### config.mk
export PLATFORM = sky130hd
export DESIGN_NAME = arm_inst_encoder
export DESIGN_NICKNAME = d
export VERILOG_FILES = /design/src/rtl/arm_inst_encoder.sv
export SDC_FILE = /design/constraint.sdc
export NUM_CORES = 1
export LEC_CHECK = 0
export ABC_AREA = 1
export BUFFER_PORTS_ARGS = -buffer_cell sky130_fd_sc_hd__clkbuf_2
export CAP_MARGIN = 20
export CORE_ASPECT_RATIO = 1.1
export CORE_MARGIN = 2
export CORE_UTILIZATION = 56
export CTS_BUF_LIST = sky130_fd_sc_hd__clkbuf_16
export CTS_CLUSTER_DIAMETER = 100
export CTS_CLUSTER_SIZE = 14
export DETAILED_ROUTE_END_ITERATION = 10
export PLACE_DENSITY = 0.92
export SETUP_SLACK_MARGIN = 0.05
export SLEW_MARGIN = 20
export SYNTH_ARGS = -nofsm -noshare
export SYNTH_HDL_FRONTEND = slang
export SYNTH_SLANG_ARGS = --single-unit
export TNS_END_PERCENT = 10
### constraint.sdc
create_clock -name clk -period 4.1 [get_ports clk]
set_input_delay 1.23 -clock clk [delete_from_list [all_inputs] [get_ports clk]]
set_output_delay 1.23 -clock clk [all_outputs]
set_load 0.005 [all_outputs]
### src/rtl/arm_inst_encoder.sv
// Field-level ARM instruction assembler and loader: packs one descriptor per
// handshake into a 32-bit word and writes it to sequential instruction-memory addresses.
module arm_inst_encoder #(
    parameter int unsigned DEPTH_LOG2 = 8,
    parameter logic [31:0] BASE_ADDR  = 32'h0000_0000
) (
    input  logic                  clk,
    input  logic                  reset_n,
    input  logic                  req_valid,
    output logic                  req_ready,
    input  logic [1:0]            req_class,
    input  logic [3:0]            req_cond,
    input  logic [3:0]            req_aluop,
    input  logic                  req_s,
    input  logic                  req_imm,
    input  logic                  req_up,
    input  logic                  req_link,
    input  logic [3:0]            req_rn,
    input  logic [3:0]            req_rd,
    input  logic [23:0]           req_operand,
    output logic                  wr_req,
    output logic [31:0]           wr_addr,
    output logic [31:0]           wr_data,
    input  logic                  wr_ack,
    input  logic                  flush,
    output logic [DEPTH_LOG2:0]   count,
    output logic                  full,
    output logic                  err
);

    localparam int unsigned CW = DEPTH_LOG2 + 1;
    localparam logic [CW-1:0] CAP = {1'b1, {DEPTH_LOG2{1'b0}}};

    localparam logic [1:0] CLS_DP  = 2'b00;
    localparam logic [1:0] CLS_MEM = 2'b01;
    localparam logic [1:0] CLS_BR  = 2'b10;
    localparam logic [1:0] CLS_ILL = 2'b11;

    localparam logic [3:0] OP_CMP = 4'b1010;
    localparam logic [3:0] OP_MOV = 4'b1101;

    typedef enum logic [1:0] {
        S_IDLE  = 2'b00,
        S_WRITE = 2'b01,
        S_FULL  = 2'b10
    } state_e;

    state_e          state_q, state_d;
    logic [CW-1:0]   count_q, count_d;
    logic [31:0]     addr_q,  addr_d;
    logic [31:0]     data_q,  data_d;
    logic            err_q,   err_d;
    logic            full_q,  full_d;
    logic [31:0]     enc_c;
    logic            ready_c;

    // Instruction word packing; CMP always sets flags, MOV has no first operand.
    always_comb begin
        enc_c        = '0;
        enc_c[31:28] = req_cond;
        enc_c[27:26] = req_class;
        case (req_class)
            CLS_DP: begin
                enc_c[25]    = req_imm;
                enc_c[24:21] = req_aluop;
                enc_c[20]    = req_s | (req_aluop == OP_CMP);
                enc_c[19:16] = (req_aluop == OP_MOV) ? 4'h0 : req_rn;
                enc_c[15:12] = req_rd;
                enc_c[11:0]  = req_operand[11:0];
            end
            CLS_MEM: begin
                enc_c[25]    = ~req_imm;
                enc_c[24]    = 1'b1;
                enc_c[23]    = req_up;
                enc_c[22:21] = 2'b00;
                enc_c[20]    = req_s;
                enc_c[19:16] = req_rn;
                enc_c[15:12] = req_rd;
                enc_c[11:0]  = req_operand[11:0];
            end
            CLS_BR: begin
                enc_c[25]    = 1'b1;
                enc_c[24]    = req_link;
                enc_c[23:0]  = req_operand;
            end
            default: ;
        endcase
    end

    always_ff @(posedge clk or negedge reset_n) begin
        if (!reset_n) begin
            state_q <= S_IDLE;
            count_q <= '0;
            addr_q  <= BASE_ADDR;
            data_q  <= '0;
            err_q   <= 1'b0;
            full_q  <= 1'b0;
        end else begin
            state_q <= state_d;
            count_q <= count_d;
            addr_q  <= addr_d;
            data_q  <= data_d;
            err_q   <= err_d;
            full_q  <= full_d;
        end
    end

    // Next-state logic; flush overrides everything, including a same-cycle ack.
    always_comb begin
        state_d = state_q;
        count_d = count_q;
        addr_d  = addr_q;
        data_d  = data_q;
        err_d   = err_q;
        full_d  = full_q;
        ready_c = 1'b0;

        case (state_q)
            S_IDLE: begin
                ready_c = ~flush;
                if (req_valid && !flush) begin
                    if (req_class == CLS_ILL) begin
                        err_d = 1'b1;
                    end else begin
                        data_d  = enc_c;
                        state_d = S_WRITE;
                    end
                end
            end
            S_WRITE: begin
                if (wr_ack) begin
                    count_d = count_q + CW'(1);
                    addr_d  = addr_q + 32'd4;
                    if (count_q + CW'(1) == CAP) begin
                        state_d = S_FULL;
                        full_d  = 1'b1;
                    end else begin
                        state_d = S_IDLE;
                    end
                end
            end
            S_FULL: ;
            default: state_d = S_IDLE;
        endcase

        if (flush) begin
            state_d = S_IDLE;
            count_d = '0;
            addr_d  = BASE_ADDR;
            err_d   = 1'b0;
            full_d  = 1'b0;
        end
    end

    assign req_ready = ready_c & reset_n;
    assign wr_req    = (state_q == S_WRITE);
    assign wr_addr   = addr_q;
    assign wr_data   = data_q;
    assign count     = count_q;
    assign full      = full_q;
    assign err       = err_q;

endmodule

# [Yosys cells after proc, flatten, opt, wreduce, memory -nomap -nowiden]
# Index checks and enable logic that the tools add are counted.
[word_totals] regBits=77 in_bits=51 out_inout_bits=77 wordCells=63
[classes] addsub=2 n_eq_ne=12 mux=23 bitwise_logic=5 n_reduce_logical=15
[ops] cell="2-to-1 mux 32 bit" count=3
[ops] cell="one-hot mux 26 bit (3 select lines)" count=1
[ops] cell="adder 32 x 3 -> 32 bit, second input constant" count=1
[ops] cell="2-to-1 mux 9 bit" count=3
[ops] cell="nonzero test 2 bit" count=6
[ops] cell="2-to-1 mux 2 bit" count=5
[ops] cell="adder 9 x 1 -> 9 bit, second input constant" count=1
[ops] cell="equality test 9 bit, second input constant" count=1
[ops] cell="2-to-1 mux 1 bit" count=9
[ops] cell="AND reduction 3 bit" count=3
[ops] cell="equality test 4 bit, second input constant" count=2
[ops] cell="equality test 2 bit, second input constant" count=3
[ops] cell="inequality test 3 bit, second input constant" count=2
[ops] cell="one-hot mux 2 bit (3 select lines)" count=1
[ops] cell="equality test 2 x 1 -> 1 bit, second input constant" count=2
[ops] cell="zero test 2 bit" count=2
[ops] cell="2-to-1 mux 4 bit" count=1
[ops] cell="AND reduction 4 bit" count=1
[ops] cell="inequality test 3 x 1 -> 1 bit, second input constant" count=1
[ops] cell="NOT 1 bit" count=3
[ops] cell="inequality test 2 bit, second input constant" count=1
[ops] cell="AND reduction 2 bit" count=1
[ops] cell="bitwise AND 1 bit" count=1
[ops] cell="logical AND 1 bit" count=1
[ops] cell="2 further kinds" count=2

# [Longest topological paths before layout]
[depth] word_depth=6 depth_mapped=10 depth_no_buf=10

# [Least setup slack after synthesis]
# Ideal clock, no wire load.
[synth_timing] kind="input-to-output" startpoint="in flush" endpoint="out req_ready" t_arrival_ns=1.646 required_time_ns=2.870 setup_slack_ns=1.224 stages=3 n_path_buf=1 path_cell_list="inv_2 -> buf_2 -> and3_1"
[synth_between] elab_chain_cells=3
[synth_lines] item="start: declaration" line_no="25" text="input logic flush,"
[synth_lines] item="NOT 1 bit" line_no="120" text="ready_c = ~flush;"
[synth_lines] item="2-to-1 mux 1 bit" line_no="118" text="case (state_q)"
[synth_lines] item="bitwise AND 1 bit" line_no="155" text="assign req_ready = ready_c & reset_n;"
[synth_lines] item="end: declaration" line_no="10" text="output logic req_ready,"
# Every way passes these cells.

# [Final worst setup path]
# Same ends and word-level chain as after synthesis.

==> metrics.cfg <==
[floorplan]
dieArea_um2=8030
start_util=0.582
fp.dieW_um=85.6
rows=32
die_h_um=93.8
ioPinCount=128
core_um2=7050

[detailed_routing]
drc=0
first_pass_iters=6
drt-total-wl_mm=11.2
drtAntennaViolNets=0
wl_per_cell_um=14.2
vias=4400
vias_per_cell=5.58
detail_route.iter0.violations=409

[critical_path]
slowest_stage=clkbuf_2
crit_chain=clkbuf_2, inv_2, and3_1, clkbuf_2
slowest_delay_ps=160
worst_ep_arrival_time_ps=1710
cp_common_cell=clkbuf_2
r2r_setup_slack_ps=2190
rr_startpoint=state_q[1]
crit_type=in2out
worstSetupEndpointType=primary output
critical_path_peak_fanout=6
worst-r2r-cell-count=9
crit_required_ps=2870
r2r_end=wr_addr[8]
startpoint_type=primary input

[global_routing]
grt_pass1_vias=4304
grt_max_degree=76
grt.overflow.total=0
grt.total_usage=0.291
antenna_found_initial=0
grt_pass1_wl_mm=18.8

[timing]
setup_tns_ps=0
finalCriticalPeriod_ps=2940
slew_headroom=0.375
period_share=0.717
hold_ws_ps=484
slew_viol_final=0
finalHoldViolCount=0
rsz0062_at_grt=no
finalSetupViolations=0
skew_ps=7.43
tightest_slew_ps=938
fmax_mhz=340

[pwr]
p_leak_nw=2.63
p_per_area_nw_per_um2=371
vdd_drop_max_mv=0.251

[clocking]
clock_sinks=75
hold_buffers=0
cts_resized=0
cts_buffers=9
clockRootBuffer=clkbuf_16
htreeDepth=3
clk_latency_ps=330
postCtsSetupBuffers=0
clkSlewWorstSetupHoldPaths_ps=60
clockBufferDepth=2
cts_tree=built

[yosys]
synth-warning-count=0
synth_top_flop_cell=dfrtp_1
synth_cells=578
synth_most_common_cell=nand2_1
synth_top_area_frac=0.457
async_reset_ff_frac=1.00
synth_cell_types=32
avgSynthCellArea_um2=7.10
netlist_top_cells_area=dfrtp_1 (46%), nand2_1 (20%), nor2_1 (7.1%)
yosysTopAreaCell=dfrtp_1
synth_edf_count=0
synthTopCellsByCount=nand2_1 (218), nor2_1 (78), dfrtp_1 (75)
synth_seq_cells=75
synth_seq_area_share=0.457
syn_area_um2=4100

[final_layout]
syn2layout_area_growth_pct=23.0
stdcell_count=789
final_cell_area_um2=5050
drive_above_1_share=0.220
diodes=0
finish.utilization=0.716
nets=754
fillers=549

[placed_design]
dp_hpwl_mm=8.09
finalWeightedCongestion=0.920
dp.cells=774
placed_area_um2=4760
io_buffers=125

[worst_hold_path]
hp-start=wr_data[10]
whs_path_depth=2
hp-class=reg2reg
whs_endpoint=wr_data[10]

[run]
max-cap-violations=0

[outcome]
status=finished clean

[placed cells by master, fill, tap and decap left out, types with 5 or more instances in the layout]
cell type	Yosys	final
nand3_1	52	52
a21oi_1	11	11
nand4_1	14	14
o21ai_0	13	13
nand2_1	218	218
dfrtp_1	75	75
clkbuf_16	0	9
inv_1	50	51
clkbuf_2	0	124
nor2_1	78	78
xor2_1	5	5
o22ai_1	5	5
[flip-flops by register name, indices dropped and copies added, names as in the netlist]
signal and flops:
wr_addr 30, state_q 2, count 9, wr_data 32, err 1, full 1
[area by class of cell]
cell class                 count  area [µm²]  area share
timing repair buffer         129         656       0.130
sequential                    75        1880       0.372
clock inverter                 6        58.8      0.0117
tap                           85         106      0.0211
multi-input combinational    432        1920       0.381
inverter                      53         199      0.0394
clock buffer                   9         225      0.0446
[critical path: cells and delay by family]
kind                   cells  cell delay, ps
buffers and inverters      3             320
and+or+nand+nor            1             160
[layer usage]
| metal | vias up | global-route usage | wire, µm |
|---|---|---|---|
| met5 | - | 0 | 0 |
| li1 | 2078 | - | - |
| met1 | 2030 | 0.350 | 4330 |
| met3 | 40 | 0.0422 | 825 |
| met2 | 252 | 0.504 | 5730 |
| met4 | 0 | 0.149 | 340 |
[cell families (layout without fill, tap and decap cells)]
| family | after synthesis | after routing | share of synthesized area |
|---|---|---|---|
| flip-flops | 75 | 75 | 0.457 |
| adder cells (fa/ha/maj) | 3 | 3 | 0.00915 |
| AO/OA/AOI/OAI | 44 | 44 | 0.0637 |
| XOR/XNOR | 6 | 6 | 0.0128 |
| AND/OR/NAND/NOR | 377 | 377 | 0.382 |
| buffers and inverters | 72 | 197 | 0.0744 |
| other | 1 | 2 | 0.000914 |
[stage by stage]
| step | power [W] | setup slack (ps) |
|---|---|---|
| after CTS | 0.00188 | 1170 |
| final | 0.00187 | 1160 |
| after floorplan | 0.000979 | 1220 |
| after global routing | 0.00194 | 1140 |
| after detailed placement | 0.00112 | 1130 |
| after global placement | 0.00111 | 1180 |
[worst max path at each step]
stage | startpoint | endpoint | slack (ps) | cells after the start
global placement | flush | req_ready | 1180 | 4
CTS | flush | req_ready | 1170 | 4
finish | flush | req_ready | 1160 | 4
floorplan | flush | req_ready | 1220 | 3
global route | flush | req_ready | 1140 | 4
detailed placement | flush | wr_data[23] | 1130 | 7
[power by group]
| group | switching, W | internal [W] |
|---|---|---|
| clock | 0.000297 | 0.000463 |
| sequential | 0.0000474 | 0.000808 |
| combinational | 0.000146 | 0.000108 |
| total | 0.000490 | 0.00138 |
Note: power is estimated with default switching activity, not from simulation.
